## config.mk

```make
export PLATFORM = sky130hd
export DESIGN_NAME = addr_gen_queue_flat
export DESIGN_NICKNAME = d
export VERILOG_FILES = /design/src/rtl/addr_gen_queue_if.sv /design/src/rtl/addr_gen_queue.sv /design/src/flat_wrapper.sv
export SDC_FILE = /design/constraint.sdc
export NUM_CORES = 1
export LEC_CHECK = 0
export BUFFER_PORTS_ARGS = -buffer_cell sky130_fd_sc_hd__clkbuf_2
export CAP_MARGIN = 15
export CORE_AREA = 2 2 189 144
export CTS_CLUSTER_SIZE = 40
export DETAILED_ROUTE_END_ITERATION = 16
export DIE_AREA = 0 0 191 146
export PLACE_DENSITY = 0.8
export SLEW_MARGIN = 20
export SYNTH_ARGS = -nofsm -noshare
export SYNTH_HDL_FRONTEND = slang
export SYNTH_SLANG_ARGS = --single-unit
```

## constraint.sdc

```tcl
create_clock -name clk -period 13.4 [get_ports clk]
set_input_delay 2.68 -clock clk [delete_from_list [all_inputs] [get_ports clk]]
set_output_delay 2.68 -clock clk [all_outputs]
set_load 0.1 [all_outputs]
```

## src/rtl/addr_gen_queue_if.sv

```systemverilog
// Request/response bundle for addr_gen_queue.
//   in_*  : request channel from dispatch (valid/ready), base/offset/op/rob/data
//   out_* : result channel to the load/store buffer (valid/ready), addr/op/rob/data/misalign
// Modports: master = producer/consumer side (bench or neighbours), slave = the unit itself.
interface addr_gen_queue_if #(
  parameter int unsigned XLEN  = 32,
  parameter int unsigned OP_W  = 5,
  parameter int unsigned ROB_W = 3
);
  logic             in_valid;
  logic             in_ready;
  logic [XLEN-1:0]  in_base;
  logic [XLEN-1:0]  in_offset;
  logic [OP_W-1:0]  in_op;
  logic [ROB_W-1:0] in_rob;
  logic [XLEN-1:0]  in_data;

  logic             out_valid;
  logic             out_ready;
  logic [XLEN-1:0]  out_addr;
  logic [OP_W-1:0]  out_op;
  logic [ROB_W-1:0] out_rob;
  logic [XLEN-1:0]  out_data;
  logic             out_misalign;

  modport master (
    output in_valid, in_base, in_offset, in_op, in_rob, in_data, out_ready,
    input  in_ready, out_valid, out_addr, out_op, out_rob, out_data, out_misalign
  );

  modport slave (
    input  in_valid, in_base, in_offset, in_op, in_rob, in_data, out_ready,
    output in_ready, out_valid, out_addr, out_op, out_rob, out_data, out_misalign
  );
endinterface

```

## src/rtl/addr_gen_queue.sv

```systemverilog
// Address-generation unit with a DEPTH-entry result FIFO.
// Computes (base + offset) mod 2^XLEN, flags misaligned accesses by size and queues
// {addr, op, rob, data, misalign} toward the load/store buffer.
// Ports:
//   clk   : clock, all state on posedge
//   rst   : asynchronous active-high reset
//   flush : synchronous, empties the FIFO (priority over push/pop)
//   bus   : addr_gen_queue_if.slave, request (in_*) and result (out_*) channels
module addr_gen_queue #(
  parameter int unsigned XLEN  = 32,
  parameter int unsigned OP_W  = 5,
  parameter int unsigned ROB_W = 3,
  parameter int unsigned DEPTH = 4
) (
  input  logic clk,
  input  logic rst,
  input  logic flush,
  addr_gen_queue_if.slave bus
);

  localparam int unsigned PtrW = (DEPTH > 1) ? $clog2(DEPTH) : 1;
  localparam int unsigned CntW = $clog2(DEPTH + 1);
  localparam logic [OP_W-1:0] OpNop = '1;

  logic [XLEN-1:0]  r_addr [DEPTH];
  logic [OP_W-1:0]  r_op   [DEPTH];
  logic [ROB_W-1:0] r_rob  [DEPTH];
  logic [XLEN-1:0]  r_data [DEPTH];
  logic             r_mis  [DEPTH];

  logic [PtrW-1:0] r_wr_ptr;
  logic [PtrW-1:0] r_rd_ptr;
  logic [CntW-1:0] r_count;
  logic [CntW-1:0] w_count_nxt;

  logic            w_push;
  logic            w_pop;
  logic            w_in_ready;
  logic            w_out_valid;
  logic [XLEN-1:0] w_sum;
  logic            w_misalign;

  assign w_sum = bus.in_base + bus.in_offset;

  // Alignment is judged on the wrapped sum; reserved size always flags.
  always_comb begin
    w_misalign = 1'b0;
    unique case (bus.in_op[1:0])
      2'b00:   w_misalign = 1'b0;
      2'b01:   w_misalign = w_sum[0];
      2'b10:   w_misalign = |w_sum[1:0];
      default: w_misalign = 1'b1;
    endcase
  end

  // Both flags come from the registered count only: no pass-through when full.
  assign w_in_ready  = (r_count < CntW'(DEPTH));
  assign w_out_valid = (r_count != '0);

  assign w_push = bus.in_valid && w_in_ready && !flush;
  assign w_pop  = w_out_valid && bus.out_ready && !flush;

  always_comb begin
    w_count_nxt = r_count;
    unique case ({w_push, w_pop})
      2'b10:   w_count_nxt = r_count + CntW'(1);
      2'b01:   w_count_nxt = r_count - CntW'(1);
      default: w_count_nxt = r_count;
    endcase
  end

  always_ff @(posedge clk or posedge rst) begin
    if (rst) begin
      r_wr_ptr <= '0;
      r_rd_ptr <= '0;
      r_count  <= '0;
    end else if (flush) begin
      r_wr_ptr <= '0;
      r_rd_ptr <= '0;
      r_count  <= '0;
    end else begin
      if (w_push) r_wr_ptr <= r_wr_ptr + PtrW'(1);
      if (w_pop)  r_rd_ptr <= r_rd_ptr + PtrW'(1);
      r_count <= w_count_nxt;
    end
  end

  // Entry storage; flush leaves stale contents, they are unreachable once count is 0.
  always_ff @(posedge clk or posedge rst) begin
    if (rst) begin
      for (int i = 0; i < DEPTH; i++) begin
        r_addr[i] <= '0;
        r_op[i]   <= OpNop;
        r_rob[i]  <= '0;
        r_data[i] <= '0;
        r_mis[i]  <= 1'b0;
      end
    end else if (w_push) begin
      r_addr[r_wr_ptr] <= w_sum;
      r_op[r_wr_ptr]   <= bus.in_op;
      r_rob[r_wr_ptr]  <= bus.in_rob;
      r_data[r_wr_ptr] <= bus.in_data;
      r_mis[r_wr_ptr]  <= w_misalign;
    end
  end

  assign bus.in_ready     = w_in_ready;
  assign bus.out_valid    = w_out_valid;
  assign bus.out_addr     = w_out_valid ? r_addr[r_rd_ptr] : '0;
  assign bus.out_op       = w_out_valid ? r_op[r_rd_ptr]   : OpNop;
  assign bus.out_rob      = w_out_valid ? r_rob[r_rd_ptr]  : '0;
  assign bus.out_data     = w_out_valid ? r_data[r_rd_ptr] : '0;
  assign bus.out_misalign = w_out_valid ? r_mis[r_rd_ptr]  : 1'b0;

endmodule

```

## src/flat_wrapper.sv

```systemverilog
// flat-port wrapper written by rule: the top's interface ports become plain ports
module addr_gen_queue_flat 
#(
  parameter int unsigned XLEN  = 32,
  parameter int unsigned OP_W  = 5,
  parameter int unsigned ROB_W = 3,
  parameter int unsigned DEPTH = 4
)
  (clk, rst, flush, bus_in_valid, bus_in_base, bus_in_offset, bus_in_op, bus_in_rob, bus_in_data, bus_out_ready, bus_in_ready, bus_out_valid, bus_out_addr, bus_out_op, bus_out_rob, bus_out_data, bus_out_misalign);
  addr_gen_queue_if #(.XLEN(XLEN), .OP_W(OP_W), .ROB_W(ROB_W)) bus_i ();
  input  logic clk;
  input  logic rst;
  input  logic flush;
  input wire logic [$bits(bus_i.in_valid)-1:0] bus_in_valid;
  input wire logic [$bits(bus_i.in_base)-1:0] bus_in_base;
  input wire logic [$bits(bus_i.in_offset)-1:0] bus_in_offset;
  input wire logic [$bits(bus_i.in_op)-1:0] bus_in_op;
  input wire logic [$bits(bus_i.in_rob)-1:0] bus_in_rob;
  input wire logic [$bits(bus_i.in_data)-1:0] bus_in_data;
  input wire logic [$bits(bus_i.out_ready)-1:0] bus_out_ready;
  output wire logic [$bits(bus_i.in_ready)-1:0] bus_in_ready;
  output wire logic [$bits(bus_i.out_valid)-1:0] bus_out_valid;
  output wire logic [$bits(bus_i.out_addr)-1:0] bus_out_addr;
  output wire logic [$bits(bus_i.out_op)-1:0] bus_out_op;
  output wire logic [$bits(bus_i.out_rob)-1:0] bus_out_rob;
  output wire logic [$bits(bus_i.out_data)-1:0] bus_out_data;
  output wire logic [$bits(bus_i.out_misalign)-1:0] bus_out_misalign;
  assign bus_i.in_valid = bus_in_valid;
  assign bus_i.in_base = bus_in_base;
  assign bus_i.in_offset = bus_in_offset;
  assign bus_i.in_op = bus_in_op;
  assign bus_i.in_rob = bus_in_rob;
  assign bus_i.in_data = bus_in_data;
  assign bus_i.out_ready = bus_out_ready;
  assign bus_in_ready = bus_i.in_ready;
  assign bus_out_valid = bus_i.out_valid;
  assign bus_out_addr = bus_i.out_addr;
  assign bus_out_op = bus_i.out_op;
  assign bus_out_rob = bus_i.out_rob;
  assign bus_out_data = bus_i.out_data;
  assign bus_out_misalign = bus_i.out_misalign;
  addr_gen_queue #(.XLEN(XLEN), .OP_W(OP_W), .ROB_W(ROB_W), .DEPTH(DEPTH)) u_core (.clk(clk), .rst(rst), .flush(flush), .bus(bus_i));
endmodule
```

==> reports/metrics.csv, run 1 <==
stage;metric;value;unit
critical_path;R2R depth;7;
critical_path;CP Launch Type;flip-flop;
critical_path;RR Endpoint;u_core.r_addr[122]$_DFFE_PP0P_;
timing;max frequency;163;MHz
cts;Num CTS Buffers;29;
timing;Slew Limit Fails;0;
cts;Skew-Pair Late Insertion Delay;0.54;ns
timing;Worst Tran Pin Value;1.12;ns
finish;layout cells sized above 1;20.3;%
critical_path;critical path type;flip-flop to output port;
die;initial core utilization;58.7;%
timing;setup TNS;0;ns
route;Via Count;12100;
die;Core ar.;25800;sq um
route;DRT Wirelength;37.8;mm
critical_path;Critical-path top delay cell;dfrtp_4;
finish;post-route cell area;17300;sq um
min_path;Hold Crit Depth;2;
critical_path;Worst Setup End Kind;output port;
placement;Placed Area;16200;sq um
logic_synthesis;mapped cell area;15200;sq um
cts;post-CTS setup buffer count;0;
logic_synthesis;synth unique cells;51;
finish;synthesis-to-finish area growth;13.8;%
timing;Worst Skew;0.0118;ns
timing;Min Hold Slack;0.458;ns
route;DRC viols;0;
cts;post-CTS sizing;0;
placement;Port-buffer cells;183;
cts;Worst-path clk slew;0.06;ns
die;# rows;51;
cts;clock net sink count;299;
critical_path;delay-heaviest family, CP;buffers and inverters;
timing;Final Hold Fails;0;
route;first-pass detailed-route iteration total;5;
critical_path;reg2reg setup slack;10.25;ns
min_path;Worst Hold End;u_core.r_op[7]$_DFFE_PP1P_;
logic_synthesis;flops & latches, synth;299;
die;IO Pins;184;
die;Die ar.;27900;sq um
global_routing;first-pass GRT wire length;61.4;mm
route;DR WL/cell;18.0;microns
critical_path;WP buf/inv;2;
timing;fin crit period;6.12;ns
finish;FILL cells;2071;
route;Vias per Instance;5.79;
global_routing;vias in the first global route;11900;
logic_synthesis;syn_area_per_cell;9.42;sq um
timing;Final period util;45.7;%
logic_synthesis;post-synth net total;1756;
route;initial DRC count;1087;
logic_synthesis;Post-synth top flop;dfrtp_1;
job;max-cap viol count;0;
logic_synthesis;register area share after synthesis;49.5;%
cts;CTS max path bufs;3;
cts;Root Driver;clkbuf_16;
finish;# nets final;1878;
min_path;Hold Path Class;flip-flop to flip-flop;
critical_path;reg2reg start;u_core.r_count[2]$_DFFE_PP0P_;
cts;TritonCTS clock tree;done;
timing;slew margin rel.;25.1;%
placement;RD Place Congestion;0.889;
cts;CTS HTree Levels;1;
critical_path;CP cell instances;buf_4 > mux4_2 > or2_2 > clkbuf_2;
finish;area occupied by multi-input gates;7230;sq um
global_routing;initial antenna violation count;0;
cts;Post-CTS Hold Buffers;0;
critical_path;WP data required;10.72;ns
critical_path;Crit. Startpoint;u_core.r_rd_ptr[0]$_DFFE_PP0P_;
critical_path;Max stage delay on crit path;0.78;ns
route;wire length on met2;17.6;mm
finish;# diodes;0;
route;DRT antenna net count;0;
global_routing;grt ovf;0;
run_status;status;complete, no violations;
route;top sig layer;met4;
die;Die W;191;microns
finish;fin cells;2096;
placement;Post-DP HPWL;24.0;mm
logic_synthesis;EDFF count, synth;0;
power;Power Dens Cells;257;nW/um^2
route;DRT met1 WL;16.9;mm
min_path;hold wc startpoint;u_core.r_op[7]$_DFFE_PP1P_;
logic_synthesis;Synth async-reset ratio;100;%
critical_path;Crit Path Max Fanout;48;
die;Die H;146;microns
timing;RSZ-0062 raised after global routing;no;
finish;Sequential Area;7510;sq um
logic_synthesis;Ys Warns;0;
route;WL met3;2.68;mm
global_routing;largest net degree at the start of global routing;154;
power;leakage power figure;0.00850;uW
critical_path;Worst EP arrival;3.44;ns
power;VDD IR-drop max;0.277;mV
logic_synthesis;Mapped Cells;1610;
timing;Final setup viols;0;
placement;placed cells;2044;
global_routing;total global-route track usage;27.4;%
routing by layer:
| layer | vias to the layer above | GRT usage, % |
|---|---|---|
| li1 | 5638 | - |
| met1 | 5971 | 41.9 |
| met2 | 472 | 42.1 |
| met3 | 50 | 3.57 |
| met4 | 0 | 6.20 |
| met5 | - | 0 |
cell families (layout without fill, tap and decap cells):
kind of cell             Yosys count  in the layout  share of synthesized area [%]
XOR/XNOR                          31             31                           1.79
flip-flops                       299            299                           49.5
AO/OA/AOI/OAI                    240            240                           9.12
buffers and inverters            124            266                           3.13
multiplexers                      81             81                           11.4
AND/OR/NAND/NOR                  798            798                           22.0
adder cells (fa/ha/maj)           37             37                           3.15
flip-flops by register name (all words and copies together), names as in the netlist:
name,cells
u_core.r_addr,128
u_core.r_data,128
u_core.r_op,20
u_core.r_rob,12
u_core.r_mis,4
u_core.r_count,3
u_core.r_rd_ptr,2
u_core.r_wr_ptr,2
area by class of cell:
type,count,share of cell area [%]
Sequential cell,299,43.5
Multi-Input combinational cell,1187,41.9
Timing Repair Buffer,193,5.86
Clock buffer,43,4.97
Tap cell,344,2.49
Clock inverter,8,0.696
Inverter,22,0.551
worst reg2reg max path: cells and delay by family (launching register included):
family,cells,cell delay [ns]
AND/OR/NAND/NOR,5,2.48
flip-flops,1,0.43
AO/OA/AOI/OAI,2,0.18
power by group:
| part | switching (uW) | internal (uW) | leakage (uW) |
|---|---|---|---|
| clock network | 341 | 498 | 0.000476 |
| registers | 242 | 1300 | 0.00378 |
| logic | 1470 | 584 | 0.00425 |
| total | 2050 | 2380 | 0.00850 |
worst max-delay path by stage:
stage / endpoint / slack [ns] / cells past startpoint
2_1_floorplan: u_core.r_addr[0]$_DFFE_PP0P_ / 2.49 / 1
3_3_place_gp: bus_out_op[4] / 7.77 / 4
3_5_place_dp: bus_out_op[0] / 7.78 / 4
4_1_cts: bus_out_op[4] / 7.21 / 4
5_1_grt: bus_out_op[0] / 7.03 / 4
6_report: bus_out_op[0] / 7.28 / 4
cells in the mapped netlist, drive strengths merged (7+ instances only):
cell	number	area (sq um)
inv	22	82.6
nor2b	71	444
dfstp	20	526
xor2	13	114
o31ai	11	82.6
nor3	8	40.0
a21o	14	105
or2	7	43.8
clkbuf	80	300
nand4	13	81.3
nand2	619	2320
ha	35	438
nor2	37	139
mux4	73	1640
a21oi	47	239
xnor2	18	158
buf	22	91.3
nand3	16	80.1
mux2i	8	80.1
dfrtp	279	6980
o21ai	128	641
o22ai	10	62.6
stage by stage:
stage / utilization, % / power [uW] / setup slack, ns
3_3_place_gp: 62.9 / 3540 / 7.77
2_1_floorplan: - / 3200 / 2.49
4_1_cts: 66.7 / 4450 / 7.21
3_5_place_dp: 62.9 / 3600 / 7.78
6_report: 66.8 / 4440 / 7.28
5_1_grt: 66.8 / 4670 / 7.03
layout by cell type, fill, tap and decap left out, types with 6 or more instances in the layout:
cell type,instances
xnor2_1,18
nor2_1,37
nand2_1,615
inv_1,21
mux2i_1,8
o22ai_1,10
ha_1,35
nor3_1,7
clkbuf_1,6
clkbuf_16,29
o31ai_1,11
clkbuf_2,183
or2_2,7
nor2b_1,71
clkbuf_8,8
a21oi_1,46
buf_4,9
o21bai_1,6
xor2_1,13
mux4_2,73
dfstp_2,20
o21ai_0,126
dfrtp_1,277
nand3_1,16
nand4_1,13
a21o_1,14
(Power assumes the default switching activity.)
==> run 2, diff against run 1 <==
--- a/config.mk
+++ b/config.mk
@@ -7,11 +7,11 @@
 export LEC_CHECK = 0
 export BUFFER_PORTS_ARGS = -buffer_cell sky130_fd_sc_hd__clkbuf_2
 export CAP_MARGIN = 15
-export CORE_AREA = 2 2 189 144
+export CORE_AREA = 2 2 199 152
 export CTS_CLUSTER_SIZE = 40
 export DETAILED_ROUTE_END_ITERATION = 16
-export DIE_AREA = 0 0 191 146
-export PLACE_DENSITY = 0.8
+export DIE_AREA = 0 0 201 154
+export PLACE_DENSITY = 0.76
 export SLEW_MARGIN = 20
 export SYNTH_ARGS = -nofsm -noshare
 export SYNTH_HDL_FRONTEND = slang
==> constraint.sdc (replaced) <==
create_clock -name clk -period 5.3 [get_ports clk]
set_input_delay 1.06 -clock clk [delete_from_list [all_inputs] [get_ports clk]]
set_output_delay 1.06 -clock clk [all_outputs]
set_load 0.1 [all_outputs]
==> reports/metrics.csv, run 2 (synthesized netlist as in run 1, its figures left out) <==
stage;metric;value;unit
power;Net Sw Frac;46.3;%
critical_path;reg2reg start;u_core.r_count[2]$_DFFE_PP0P_;
cts;Skew-Pair Late Insertion Delay;0.55;ns
finish;# nets final;1886;
timing;RSZ-0062 raised after global routing;no;
timing;fin crit period;4.15;ns
power;Seq pwr share;34.0;%
power;VDD IR-drop max;0.540;mV
route;DR WL/cell;18.5;microns
route;DRC viols;0;
finish;fin util;60.6;%
critical_path;R2R depth;6;
finish;top flop regs;u_core.r_addr: 128 flops, u_core.r_data: 128 flops, u_core.r_op: 20 flops;
die;Core ar.;28900;sq um
timing;Final Hold Fails;0;
route;first-pass detailed-route iteration total;6;
critical_path;Worst Setup EP;bus_out_op[2];
placement;Post-DP HPWL;25.8;mm
route;Via Count;12200;
cts;Num CTS Buffers;29;
placement;Port-buffer cells;183;
power;clock network fraction of total power;20.0;%
timing;Min Hold Slack;0.458;ns
finish;area occupied by multi-input gates;7230;sq um
die;# rows;54;
placement;placed cells;2101;
timing;setup TNS;0;ns
timing;slew margin rel.;37.1;%
job;max-cap viol count;0;
finish;most common cell after layout, fill and taps aside;nand2_1;
finish;FILL cells;2400;
cts;CTS max path bufs;3;
critical_path;critical path type;flip-flop to output port;
placement;RD Place Congestion;0.893;
cts;clock net sink count;299;
critical_path;reg2reg setup slack;2.00;ns
route;initial DRC count;1068;
die;Die H;154;microns
cts;post-CTS sizing;0;
timing;Final setup viols;0;
timing;Worst Skew;0.00871;ns
critical_path;RR Endpoint;u_core.r_addr[68]$_DFFE_PP0P_;
critical_path;CP Launch Type;flip-flop;
finish;post-route cell area;17500;sq um
global_routing;vias in the first global route;12400;
global_routing;initial antenna violation count;1;
global_routing;grt ovf;0;
power;Pint;6170;uW
die;IO Pins;184;
power;Power Dens Cells;657;nW/um^2
power;NetSw;5310;uW
timing;Worst Tran Pin Value;0.942;ns
run_status;status;complete, no violations;
die;Die ar.;31000;sq um
route;Vias per Instance;5.64;
finish;synthesis-to-finish area growth;15.2;%
route;DRT Wirelength;39.8;mm
cts;CTS HTree Levels;1;
cts;Post-CTS Hold Buffers;0;
power;leakage power figure;0.00857;uW
die;Die W;201;microns
die;initial core utilization;52.6;%
finish;commonest non-fill, non-tap cells in the layout;615 x nand2_1, 277 x dfrtp_1, 183 x clkbuf_2;
critical_path;Crit. Startpoint;u_core.r_rd_ptr[0]$_DFFE_PP0P_;
global_routing;first-pass GRT wire length;64.9;mm
critical_path;Worst EP arrival;3.09;ns
finish;fin cells;2155;
finish;Sequential Area;7510;sq um
finish;layout cells sized above 1;21.0;%
power;combinational power share;46.0;%
route;DRT antenna net count;0;
global_routing;total global-route track usage;26.0;%
cts;Worst-path clk slew;0.06;ns
placement;Placed Area;16400;sq um
timing;Final period util;78.2;%
cts;TritonCTS clock tree;done;
cts;post-CTS setup buffer count;0;
critical_path;WP data required;4.24;ns
timing;Slew Limit Fails;0;
global_routing;largest net degree at the start of global routing;141;
critical_path;Crit Path Max Fanout;36;
cts;Root Driver;clkbuf_16;
critical_path;Worst Setup End Kind;output port;
min_path;Hold Path Class;flip-flop to flip-flop;
timing;max frequency;241;MHz
run 2: stage by stage:
stage	worst slack, ns	power (uW)
floorplan	0.283	8080
CTS	1.11	11500
global route	0.983	12100
detailed placement	1.32	9190
finish	1.15	11500
global placement	1.34	9020
run 2: final cells by class:
| class | instances | share of cell area (%) |
|---|---|---|
| inverters | 22 | 0.494 |
| diodes | 1 | 0.0143 |
| clock buffers | 32 | 4.33 |
| well taps | 392 | 2.81 |
| repair buffers | 201 | 6.16 |
| clock inverters | 21 | 1.80 |
| multi-input cells | 1187 | 41.4 |
| flip-flops and latches | 299 | 43.0 |
run 2: worst min path at each step:
| stage | startpoint | cells past startpoint | slack, ns | to |
|---|---|---|---|---|
| after global placement | u_core.r_op[18]$_DFFE_PP1P_ | 2 | 0.44 | u_core.r_op[18]$_DFFE_PP1P_ |
| after global routing | u_core.r_op[6]$_DFFE_PP1P_ | 2 | 0.47 | u_core.r_op[6]$_DFFE_PP1P_ |
| after detailed placement | u_core.r_op[18]$_DFFE_PP1P_ | 2 | 0.45 | u_core.r_op[18]$_DFFE_PP1P_ |
| final | u_core.r_op[18]$_DFFE_PP1P_ | 2 | 0.46 | u_core.r_op[18]$_DFFE_PP1P_ |
| after floorplan | u_core.r_op[6]$_DFFE_PP1P_ | 2 | 0.44 | u_core.r_op[6]$_DFFE_PP1P_ |
| after CTS | u_core.r_op[18]$_DFFE_PP1P_ | 2 | 0.46 | u_core.r_op[18]$_DFFE_PP1P_ |
run 2: layer usage:
metal / global-route usage (%) / wire length, microns / vias to the layer above
met5: 0 / 0 / -
met4: 6.63 / 889 / 0
met3: 5.19 / 3220 / 65
met2: 40.6 / 18200 / 443
met1: 37.5 / 17400 / 5985
li1: - / - / 5662
run 2: worst max-delay path, stage by stage, from the launching register on:
cell,delay (ns)
dfrtp_4,0.92
buf_4,0.42
mux4_2,0.53
or2_2,0.28
clkbuf_2,0.37
run 2: power groups by stage:
stage / Sequential [uW] / Combinational [uW] / Clock [uW]
floorplan: 3660 / 4420 / 0
global placement: 3860 / 5170 / 0
detailed placement: 3920 / 5270 / 0
CTS: 3900 / 5300 / 2320
global route: 4020 / 5640 / 2410
finish: 3910 / 5280 / 2300
==> run 3, diff against run 2 <==
==> constraint.sdc (replaced) <==
create_clock -name clk -period 3.65 [get_ports clk]
set_input_delay 0.73 -clock clk [delete_from_list [all_inputs] [get_ports clk]]
set_output_delay 0.73 -clock clk [all_outputs]
set_load 0.1 [all_outputs]
==> reports/metrics.csv, run 3 (synthesized netlist as in run 1, its figures left out) <==
stage;metric;value;unit
finish;# diodes;0;
global_routing;vias in the first global route;12400;
critical_path;Max stage delay on crit path;0.69;ns
route;DR WL/cell;18.2;microns
cts;Num CTS Buffers;31;
timing;post-route worst setup slack;0.332;ns
route;Via Count;12200;
critical_path;Worst Setup End Kind;output port;
cts;post-CTS sizing;0;
power;clock network fraction of total power;19.8;%
critical_path;critical path type;flip-flop to output port;
timing;slew margin rel.;43.1;%
power;NetSw;7650;uW
die;IO Pins;184;
critical_path;Crit Path Max Fanout;24;
critical_path;CP cell instances;buf_12 > mux4_2 > nor2b_1 > clkbuf_2;
finish;commonest non-fill, non-tap cells in the layout;615 x nand2_1, 277 x dfrtp_1, 183 x clkbuf_2;
placement;Port-buffer cells;183;
critical_path;Critical-path top delay cell;dfrtp_4;
finish;# nets final;1900;
route;DRC viols;0;
cts;post-CTS setup buffer count;0;
route;Vias per Instance;5.63;
cts;CTS HTree Levels;1;
placement;placed cells;2113;
timing;RSZ-0062 raised after global routing;no;
timing;Worst Tran Pin Value;0.851;ns
route;DRT Wirelength;39.4;mm
placement;pre-CTS setup slack;0.226;ns
die;Die H;154;microns
placement;Post-DP HPWL;24.9;mm
power;leakage power figure;0.00869;uW
power;Pint;8960;uW
critical_path;WP buf/inv;2;
timing;fin crit period;3.32;ns
finish;most common cell after layout, fill and taps aside;nand2_1;
die;Die W;201;microns
timing;Final period util;90.9;%
cts;Worst-path clk slew;0.06;ns
route;initial DRC count;935;
die;initial core utilization;52.6;%
route;first-pass detailed-route iteration total;5;
finish;synthesis-to-finish area growth;16.6;%
power;Tot Pwr;16600;uW
power;Net Sw Frac;46.1;%
global_routing;largest net degree at the start of global routing;75;
global_routing;first-pass GRT wire length;64.8;mm
cts;clock net sink count;299;
critical_path;WP data required;2.92;ns
cts;CTS max path bufs;3;
global_routing;initial antenna violation count;1;
power;Power Dens Cells;939;nW/um^2
timing;Final Hold Fails;0;
die;Die ar.;31000;sq um
timing;Worst Skew;0.0194;ns
die;# rows;54;
route;DRT antenna net count;0;
timing;Min Hold Slack;0.369;ns
cts;Post-CTS Hold Buffers;0;
power;VDD IR-drop max;0.889;mV
power;Seq pwr share;33.4;%
timing;max frequency;301;MHz
cts;TritonCTS clock tree;done;
cts;Root Driver;clkbuf_16;
finish;layout cells sized above 1;21.7;%
timing;Final setup viols;0;
critical_path;Worst EP arrival;2.59;ns
die;Core ar.;28900;sq um
cts;Skew-Pair Late Insertion Delay;0.55;ns
job;max-cap viol count;0;
min_path;Hold Path Class;input port to async pin;
critical_path;delay-heaviest family, CP;flip-flops;
timing;Slew Limit Fails;0;
global_routing;total global-route track usage;25.8;%
finish;fin cells;2170;
placement;RD Place Congestion;0.857;
finish;top flop regs;u_core.r_addr: 128 flops, u_core.r_data: 128 flops, u_core.r_op: 20 flops;
power;combinational power share;46.8;%
run_status;status;complete, no violations;
critical_path;CP Launch Type;flip-flop;
global_routing;grt ovf;0;
run 3: routing by layer:
layer | up-vias | GRT usage, % | share of wire, %
met2 | 473 | 40.9 | 46
met4 | 2 | 5.61 | 1.9
met1 | 5995 | 37.8 | 45
met3 | 59 | 4.47 | 7.3
li1 | 5683 | - | -
met5 | - | 0 | 0.020
run 3: power groups by stage:
stage / Clock, uW / Sequential (uW) / Combinational [uW]
final: 3280 / 5550 / 7780
after global routing: 3470 / 5710 / 8290
after CTS: 3340 / 5530 / 7810
after detailed placement: 0 / 5560 / 7800
after global placement: 0 / 5490 / 7650
after floorplan: 0 / 5310 / 6420
run 3: final timing paths:
check	from	endpoint	slack (ns)	cells after the start
worst min-delay path	rst	u_core.r_mis[1]$_DFFE_PP0P_	0.37	2
min in group clk	bus_in_op[2]	u_core.r_op[2]$_DFFE_PP1P_	0.41	3
worst min register to register	u_core.r_op[9]$_DFFE_PP1P_	u_core.r_op[9]$_DFFE_PP1P_	0.46	2
max in group asynchronous	rst	u_core.r_addr[121]$_DFFE_PP0P_	2.36	3
worst max register to register	u_core.r_count[0]$_DFFE_PP0P_	u_core.r_count[2]$_DFFE_PP0P_	1.20	10
worst max-delay path	u_core.r_rd_ptr[1]$_DFFE_PP0P_	bus_out_addr[18]	0.33	4
run 3: through the flow:
| stage | setup TNS, ns | utilization (%) | area, sq um |
|---|---|---|---|
| floorplan | -289.25 | - | 15200 |
| global placement | 0 | 57.6 | 16600 |
| detailed placement | 0 | 57.6 | 16600 |
| CTS | 0 | 61.3 | 17700 |
| global route | 0 | 61.3 | 17700 |
| finish | 0 | 61.3 | 17700 |
run 3: layout make-up:
cell class	instances	area [sq um]
Sequential cell	299	7510
Tap cell	392	490
Timing Repair Buffer	213	1290
Inverter	22	86.3
Clock buffer	41	893
Fill cell	2348	11200
Clock inverter	16	186
Multi-Input combinational cell	1187	7230
